===== config.mk =====
export PLATFORM = sky130hd
export DESIGN_NAME = i2c_target
export DESIGN_NICKNAME = d
export VERILOG_FILES = /design/src/rtl/i2c_target.sv
export SDC_FILE = /design/constraint.sdc
export NUM_CORES = 1
export LEC_CHECK = 0
export ABC_AREA = 0
export CAP_MARGIN = 25
export CORE_ASPECT_RATIO = 0.9
export CORE_MARGIN = 10
export CORE_UTILIZATION = 30
export CTS_BUF_LIST = sky130_fd_sc_hd__clkbuf_4 sky130_fd_sc_hd__clkbuf_8
export DETAILED_ROUTE_END_ITERATION = 8
export PLACE_DENSITY = 0.45
export SYNTH_ARGS = -nofsm -noshare
export SYNTH_HDL_FRONTEND = slang
export SYNTH_SLANG_ARGS = --single-unit

===== constraint.sdc =====
create_clock -name clk -period 2.3 [get_ports clk]
set_input_delay 0.345 -clock clk [delete_from_list [all_inputs] [get_ports clk]]
set_output_delay 0.345 -clock clk [all_outputs]
set_load 0.01 [all_outputs]

===== src/rtl/i2c_target.sv =====
// i2c_target: I2C target that bridges bus transfers to a small register bank.
// Protocol: START, device address + R/W, register address, then write data
// bytes or read data bytes, ended by STOP, repeated START or master NACK.
// Optional feature (macro I2C_AUTO_INC_EN): reg_addr advances modulo
// 2^ADDR_W after every register write and after every master-ACKed read byte.
// Without the macro, reg_addr holds for the whole transaction.
module i2c_target #(
  parameter logic [6:0]  DEV_ADDR = 7'h70,
  parameter int unsigned ADDR_W   = 3,
  parameter int unsigned DATA_W   = 8
) (
  input  logic              clk,
  input  logic              rst,
  input  logic              scl_i,
  input  logic              sda_i,
  output logic              sda_oe,
  output logic [ADDR_W-1:0] reg_addr,
  output logic [DATA_W-1:0] reg_wdata,
  output logic              reg_we,
  output logic              reg_re,
  input  logic [DATA_W-1:0] reg_rdata,
  output logic              busy
);

  localparam int unsigned      CNT_W    = 3;
  localparam logic [CNT_W-1:0] LAST_BIT = CNT_W'(DATA_W - 1);

  localparam logic [3:0] ST_IDLE    = 4'd0;
  localparam logic [3:0] ST_DEVADDR = 4'd1;
  localparam logic [3:0] ST_DEVACK  = 4'd2;
  localparam logic [3:0] ST_REGADDR = 4'd3;
  localparam logic [3:0] ST_REGACK  = 4'd4;
  localparam logic [3:0] ST_WRDATA  = 4'd5;
  localparam logic [3:0] ST_WRACK   = 4'd6;
  localparam logic [3:0] ST_RDDATA  = 4'd7;
  localparam logic [3:0] ST_RDACK   = 4'd8;

  // Synchronizer and edge-detect history
  logic scl_meta, scl_sync, scl_prev;
  logic sda_meta, sda_sync, sda_prev;

  // Bus events derived from synchronized samples only
  logic scl_rise, scl_fall, start_det, stop_det;

  // FSM and datapath registers with their next values
  logic [3:0]        state, state_n;
  logic [CNT_W-1:0]  bit_cnt, bit_cnt_n;
  logic [DATA_W-1:0] sr, sr_n;
  logic [DATA_W-1:0] byte_in;
  logic              last_bit;
  logic              rw, rw_n;
  logic              rd_load, rd_load_n;
  logic              sda_oe_n;
  logic [ADDR_W-1:0] reg_addr_n;
  logic [DATA_W-1:0] reg_wdata_n;
  logic              reg_we_n;
  logic              reg_re_n;
  logic              busy_n;

  // Two-stage synchronizers plus previous-sample register; idle bus level is 1
  always_ff @(posedge clk or posedge rst) begin
    if (rst) begin
      scl_meta <= 1'b1;
      scl_sync <= 1'b1;
      scl_prev <= 1'b1;
      sda_meta <= 1'b1;
      sda_sync <= 1'b1;
      sda_prev <= 1'b1;
    end else begin
      scl_meta <= scl_i;
      scl_sync <= scl_meta;
      scl_prev <= scl_sync;
      sda_meta <= sda_i;
      sda_sync <= sda_meta;
      sda_prev <= sda_sync;
    end
  end

  // SCL edges; START/STOP require SCL stable high across the SDA edge
  assign scl_rise  = scl_sync & ~scl_prev;
  assign scl_fall  = ~scl_sync & scl_prev;
  assign start_det = scl_sync & scl_prev & sda_prev & ~sda_sync;
  assign stop_det  = scl_sync & scl_prev & ~sda_prev & sda_sync;

  // Byte as it will look once the current SDA sample is shifted in (MSB first)
  assign byte_in  = {sr[DATA_W-2:0], sda_sync};
  assign last_bit = (bit_cnt == LAST_BIT);

  // State and output registers
  always_ff @(posedge clk or posedge rst) begin
    if (rst) begin
      state     <= ST_IDLE;
      bit_cnt   <= '0;
      sr        <= '0;
      rw        <= 1'b0;
      rd_load   <= 1'b0;
      sda_oe    <= 1'b0;
      reg_addr  <= '0;
      reg_wdata <= '0;
      reg_we    <= 1'b0;
      reg_re    <= 1'b0;
      busy      <= 1'b0;
    end else begin
      state     <= state_n;
      bit_cnt   <= bit_cnt_n;
      sr        <= sr_n;
      rw        <= rw_n;
      rd_load   <= rd_load_n;
      sda_oe    <= sda_oe_n;
      reg_addr  <= reg_addr_n;
      reg_wdata <= reg_wdata_n;
      reg_we    <= reg_we_n;
      reg_re    <= reg_re_n;
      busy      <= busy_n;
    end
  end

  // Next-state and next-output logic
  always_comb begin
    state_n     = state;
    bit_cnt_n   = bit_cnt;
    sr_n        = sr;
    rw_n        = rw;
    rd_load_n   = reg_re;
    sda_oe_n    = sda_oe;
    reg_addr_n  = reg_addr;
    reg_wdata_n = reg_wdata;
    reg_we_n    = 1'b0;
    reg_re_n    = 1'b0;
    busy_n      = busy;

`ifdef I2C_AUTO_INC_EN
    // Advance the register pointer the cycle after each write strobe
    if (reg_we) begin
      reg_addr_n = reg_addr + ADDR_W'(1);
    end
`endif

    // Bank data is valid the cycle after reg_re; load it for transmission
    if (rd_load) begin
      sr_n = reg_rdata;
    end

    if (stop_det) begin
      state_n   = ST_IDLE;
      bit_cnt_n = '0;
      sda_oe_n  = 1'b0;
      busy_n    = 1'b0;
    end else if (start_det) begin
      state_n   = ST_DEVADDR;
      bit_cnt_n = '0;
    end else begin
      case (state)
        ST_IDLE: begin
          if (scl_fall) begin
            sda_oe_n = 1'b0;
          end
        end

        ST_DEVADDR: begin
          if (scl_fall) begin
            sda_oe_n = 1'b0;
          end
          if (scl_rise) begin
            sr_n      = byte_in;
            bit_cnt_n = bit_cnt + CNT_W'(1);
            if (last_bit) begin
              bit_cnt_n = '0;
              if (byte_in[DATA_W-1:1] == DEV_ADDR) begin
                state_n = ST_DEVACK;
                rw_n    = byte_in[0];
                busy_n  = 1'b1;
              end else begin
                state_n = ST_IDLE;
                busy_n  = 1'b0;
              end
            end
          end
        end

        ST_DEVACK: begin
          if (scl_fall) begin
            sda_oe_n = 1'b1;
          end
          if (scl_rise) begin
            bit_cnt_n = '0;
            if (rw) begin
              state_n  = ST_RDDATA;
              reg_re_n = 1'b1;
            end else begin
              state_n = ST_REGADDR;
            end
          end
        end

        ST_REGADDR: begin
          if (scl_fall) begin
            sda_oe_n = 1'b0;
          end
          if (scl_rise) begin
            sr_n      = byte_in;
            bit_cnt_n = bit_cnt + CNT_W'(1);
            if (last_bit) begin
              bit_cnt_n  = '0;
              reg_addr_n = byte_in[ADDR_W-1:0];
              state_n    = ST_REGACK;
            end
          end
        end

        ST_REGACK, ST_WRACK: begin
          if (scl_fall) begin
            sda_oe_n = 1'b1;
          end
          if (scl_rise) begin
            bit_cnt_n = '0;
            state_n   = ST_WRDATA;
          end
        end

        ST_WRDATA: begin
          if (scl_fall) begin
            sda_oe_n = 1'b0;
          end
          if (scl_rise) begin
            sr_n      = byte_in;
            bit_cnt_n = bit_cnt + CNT_W'(1);
            if (last_bit) begin
              bit_cnt_n   = '0;
              reg_wdata_n = byte_in;
              reg_we_n    = 1'b1;
              state_n     = ST_WRACK;
            end
          end
        end

        ST_RDDATA: begin
          // Drive a 0 bit by pulling low, release for a 1 bit
          if (scl_fall) begin
            sda_oe_n = ~sr[DATA_W-1];
          end
          if (scl_rise) begin
            sr_n      = {sr[DATA_W-2:0], 1'b0};
            bit_cnt_n = bit_cnt + CNT_W'(1);
            if (last_bit) begin
              bit_cnt_n = '0;
              state_n   = ST_RDACK;
            end
          end
        end

        ST_RDACK: begin
          if (scl_fall) begin
            sda_oe_n = 1'b0;
          end
          if (scl_rise) begin
            bit_cnt_n = '0;
            if (!sda_sync) begin
              state_n  = ST_RDDATA;
              reg_re_n = 1'b1;
`ifdef I2C_AUTO_INC_EN
              reg_addr_n = reg_addr + ADDR_W'(1);
`endif
            end else begin
              state_n = ST_IDLE;
              busy_n  = 1'b0;
            end
          end
        end

        default: begin
          state_n  = ST_IDLE;
          sda_oe_n = 1'b0;
          busy_n   = 1'b0;
        end
      endcase
    end
  end

endmodule


After elaboration in Yosys (flattened, before gate mapping)
Index checks and enable logic that the tools add are counted.
- bitwise operators: 14
- reductions and logical operators: 16
- equality and inequality tests: 33
- mux-type cells: 55
- add/sub/neg operators: 1
- operator list (cell ; number):
    4-bit 2-to-1 mux ; 13
    4-bit inequality test (second input constant) ; 11
    8-bit 2-to-1 mux ; 5
    4-bit one-hot mux with 8 select lines ; 1
    1-bit 2-to-1 mux ; 23
    3-bit 2-to-1 mux ; 7
    3-bit inequality test (second input constant) ; 6
    4-bit by 3-bit equality test with 1-bit output (second input constant) ; 4
    8-bit one-hot mux with 2 select lines ; 1
    12-bit AND reduction ; 1
    6-bit AND reduction ; 2
    5-bit AND reduction ; 2
    4-bit by 2-bit equality test with 1-bit output (second input constant) ; 2
    4-bit by 1-bit inequality test with 1-bit output (second input constant) ; 2
    4-bit OR reduction ; 2
    1-bit bitwise AND ; 7
    7-bit equality test (second input constant) ; 1
    1-bit inverter ; 7
    7-bit OR reduction ; 1
    3-bit by 1-bit inequality test with 1-bit output (second input constant) ; 2
    1-bit one-hot mux with 3 select lines ; 2
    3-bit one-hot mux with 2 select lines ; 1
    3-bit OR reduction ; 2
    5-bit OR reduction ; 1
    12 further kinds ; 13
- register bits after elaboration: 38
- output and inout port bits: 15
- word-level logic and storage cells: 136

Logic depth before layout (Yosys ltp)
- depth after elaboration: 7
- gate-level depth with buffers: 6

Least setup slack after synthesis
OpenSTA, ideal clock, no wires.
- kind: reg-to-reg
- start point: reg scl_sync
- end point: reg reg_wdata[0]
- stages on the path, launching flop included: 7
- path slack: 0.513 ns
- period minus slack after synthesis: 1.787 ns
- path buffers: 2
- data arrival time: 1.662 ns
- library setup time: 0.125 ns
- path through: dfstp_2 > buf_2 > nor2b_1 > buf_2 > and3_1 > nand3_2 > mux2_2
- longest elaborated chain between the ends: 5
- elaborated cells between the ends (all ways): 9
- classes of those cells: 8 x bitwise; 1 x reduce/logical
- ends and longest elaborated chain (item ; line ; text):
    from (decl) ; 39 ; logic scl_meta, scl_sync, scl_prev;
    from (signal assigned) ; 71 ; scl_sync <= scl_meta;
    1-bit bitwise AND ; 82, 83 ;
    1-bit bitwise AND, on equally long branches (2 in a row) ; 83, 82 ;
    1-bit inverter (no source line) ; - ;
    5-bit AND reduction (no source line) (*) ; - ;
    to (signal assigned) ; 111 ; reg_wdata <= reg_wdata_n;
    to (decl) ; 18 ; output logic [DATA_W-1:0] reg_wdata,
Every way passes the cells marked *; elsewhere a longest branch is shown, timed or not.
A chain may end at the register's enable or synchronous reset.

Worst setup path in the final report
- start point: reg state[1]
- end point: reg busy
- longest elaborated chain between the ends: 5
- elaborated cells between the ends (all ways): 19
- classes of those cells: 13 x eq/ne; 3 x mux; 3 x reduce/logical
- ends and longest elaborated chain (item ; line ; text):
    from (decl) ; 46 ; logic [3:0] state, state_n;
    from (signal assigned) ; 104 ; state <= state_n;
    4-bit by 3-bit equality test with 1-bit output (tied with other cells) ; 153 ; case (state)
    7-bit OR reduction (no source line) ; - ;
    1-bit one-hot mux with 3 select lines ; 153 ;
    1-bit 2-to-1 mux ; 149 ; end else if (start_det) begin
    1-bit 2-to-1 mux ; 144 ; if (stop_det) begin
    to (signal assigned) ; 114 ; busy <= busy_n;
    to (decl) ; 22 ; output logic busy
Several ways; a longest one is shown, not always the timed one. The select of a mux whose other input is x is not followed.

==> reports/qor.yml <==
power_and_ir_drop:
  p_sw_w: 0.0003622
  power.leakage_nw: 1.005
  intPower_w: 0.001022
  power_frac_seq: 0.558
  ir_worst_vdd_v: 0.0002858
  combPwrFrac: 0.092
  p_per_area_nw_per_um2: 577.5
  clock_power_share: 0.350
  switching_share: 0.2616
yosys:
  yosys.area_share.xor_xnor: 0.008986
  synth.area.mux_share: 0.1123
  synth-seq-area-share: 0.4917
  synth_compound_gate_area_share: 0.1463
  synth_cell_types: 47
  yosys.area_share.simple: 0.1810
  synth_top_area_cell: "dfrtp_1"
  synthCells: 185
  synth_common_cells: "dfrtp_1, nor2_1, o21ai_0"
  yosys.cell_count.top_type: "dfrtp_1"
  synthAdderAreaFrac: 0.01284
  ys.flop_type: "dfrtp_1"
  synth_area_leaders: "dfrtp_1, dfstp_2, mux2_2"
  syn-mean-instance-area_um2: 10.54
  synth_edf_count: 0
  synth_top_area_share: 0.4108
  synth_nets: 199
  async_flop_share: 1.000
  synth_top_family_by_area: "simple AND/OR/NAND/NOR gates"
  ys_ff_latch: 38
  yosysWarningCount: 0
  syn-cell-area_um2: 1949
clocking:
  worst_skew_pair.late_latency_ns: 0.29
  postCtsSetupRepairBufs: 0
  htree_levels: 2
  ctsHoldBuffers: 0
  cts_sinks: 38
  clk_pin_slew_ns: 0.08
  clockRootBuffer: "clkbuf_8"
  ctsResizeCount: 0
  cts_tree: "built"
  cts_buffers: 5
  cts_max_path_buffers: 2
global_routing:
  grt.total_usage: 0.09336
  grt_max_degree: 39
  grt_antenna_before_repair: 0
  grt_pass1_wl_mm: 7.707
  met2_usage: 0.1479
  use_met3: 0.02449
  use_met1: 0.1221
  busiest_layer: "met2"
  overflow: 0
  grt_pass1_vias: 1512
timing:
  rsz0062_at_grt: "no"
  layout_setup_ws_ns: 0.3494
  finalHoldViolCount: 0
  finalSetupViolCount: 0
  slew_viol_final: 0
  setup_tns_ns: 0
  period_share: 0.8481
  timing.fmax_ghz: 0.5127
  skew_ns: 0.006320
  min_period_ns: 1.951
  maxSlewHeadroom: 0.6794
  max_slew.worst_pin.slew_ns: 0.4809
detailed_routing:
  drc: 0
  first_pass_iters: 4
  drtIter0Drc: 138
  viasPerCell: 5.003
  via_count: 1496
  ant_nets: 0
  wl_per_cell_um: 15.33
  wl_mm: 4.584
critical_path:
  path_cells: "buf_4 -> or4b_2 -> a21oi_1 -> nand3b_1 -> o211ai_1"
  end_kind: "flip-flop"
  worstReg2RegEnd: "busy$_DFFE_PP0P_"
  cpPeakStageDelay_ns: 0.73
  reg2reg_from: "state[1]$_DFFE_PP0P_"
  cp_max_fo: 14
  crit_arrival_ns: 2.12
  cpMaxStageDelayCell: "or4b_2"
  path_delay_family: "simple AND/OR/NAND/NOR gates"
  reg2regPathDepth: 5
  setup.worst_path.start_class: "flip-flop"
  ff2ff_setup_slack_ns: 0.35
  cp.buffers_inverters: 1
  worstSetupPathType: "flip-flop to flip-flop"
  worstPathRequired_ns: 2.47
placement:
  place_ws_ns: 0.3744
  io_buffers: 26
  post_dp_cell_area_um2: 2302
  dpl.hpwl_mm: 3.305
  routabilityCongestion: 0.8151
  place_inst: 291
flow_run:
  max_cap_viol_count: 0
hold_path:
  hold_depth: 0
  worstHoldPathType: "flip-flop to flip-flop"
  hold_start: "scl_meta$_DFF_PP1_"
  whs_endpoint: "scl_sync$_DFF_PP1_"
final_layout:
  synthToLayoutAreaGrowth_pct: 22.98
  drive_above_1_share: 0.2028
  fin_area_um2: 2397
  multi_input_area_um2: 899.6
  fillerInstances: 653
  regArea_um2: 958.4
  nNetsFinal: 225
  diodes: 0
  final_cells: 299
die:
  initial_core_util: 0.3136
  core_um2: 6216
  dieArea_um2: 10130
  chipHeight_um: 96.47
  ioPinCount: 27
  die_w_um: 105.0
  rows: 27
status:
  status: "completed"
-- logic make-up (layout without fill, tap and decap cells) --
family	after synthesis	in the layout
AND/OR/NAND/NOR	59	59
AO/OA/AOI/OAI	44	44
flip-flops	38	38
multiplexers	20	20
buffers and inverters	20	47
adder cells (fa/ha/maj)	2	2
XOR/XNOR	2	2
-- power groups by stage --
stage	registers, W	clock network (W)	logic (W)
2_1_floorplan	0.000764	0	0.0000884
3_3_place_gp	0.000785	0	0.000129
3_5_place_dp	0.000788	0	0.000130
4_1_cts	0.000775	0.000505	0.000131
5_1_grt	0.000786	0.000525	0.000147
6_report	0.000773	0.000484	0.000127
-- cell usage in the layout (no fill, tap or decap), types with 3 or more instances in the layout --
master           instances
dfrtp_1                 32
clkdlybuf4s50_1         26
nor2_1                  14
o21ai_0                 14
nand2_1                 13
mux2_2                  11
mux2i_1                  8
a21oi_1                  8
buf_4                    7
inv_1                    6
clkbuf_8                 6
dfstp_2                  6
nor2b_1                  4
o31ai_1                  4
nand3_1                  4
a22oi_1                  4
nand2b_1                 3
a31o_2                   3
-- flip-flops by register name (all words and copies together) (netlist names) --
| signal | cells |
|---|---|
| bit_cnt | 3 |
| sda_oe | 1 |
| sda_meta | 1 |
| sda_sync | 1 |
| state | 4 |
| busy | 1 |
| reg_wdata | 8 |
| sda_prev | 1 |
| scl_prev | 1 |
| rw | 1 |
| reg_addr | 3 |
| reg_re | 1 |
| rd_load | 1 |
| sr | 8 |
| scl_sync | 1 |
| reg_we | 1 |
| scl_meta | 1 |
-- metrics by stage --
| step | hold slack, ns | power (W) | utilization |
|---|---|---|---|
| floorplan | 0.3452 | 0.0008525 | - |
| detailed placement | 0.3510 | 0.0009183 | 0.3704 |
| global route | 0.3668 | 0.001458 | 0.3857 |
| global placement | 0.3459 | 0.0009139 | 0.3704 |
| CTS | 0.3625 | 0.001411 | 0.3857 |
| finish | 0.3594 | 0.001384 | 0.3857 |
-- per-layer routing --
metal  routed length [um]  up-vias
met5                    0        -
met4                   38        0
met3                  216        5
met2                 2114       38
met1                 2215      728
li1                     -      725
-- worst max path at each step --
stage	from	endpoint	slack [ns]	cells after the start
2_1_floorplan	scl_sync$_DFF_PP1_	reg_wdata[0]$_DFFE_PP0P_	0.51	6
3_3_place_gp	state[1]$_DFFE_PP0P_	busy$_DFFE_PP0P_	0.31	5
3_5_place_dp	state[1]$_DFFE_PP0P_	busy$_DFFE_PP0P_	0.37	5
4_1_cts	state[1]$_DFFE_PP0P_	busy$_DFFE_PP0P_	0.36	5
5_1_grt	state[1]$_DFFE_PP0P_	busy$_DFFE_PP0P_	0.28	5
6_report	state[1]$_DFFE_PP0P_	busy$_DFFE_PP0P_	0.35	5
-- final cells by class --
type | count | share of cell area
Sequential cell | 38 | 0.3998
Multi-Input combinational cell | 127 | 0.3753
Timing Repair Buffer | 33 | 0.1305
Tap cell | 87 | 0.04541
Clock buffer | 6 | 0.03445
Inverter | 6 | 0.009395
Clock inverter | 2 | 0.005219
Note: power is estimated with default switching activity, not from simulation.
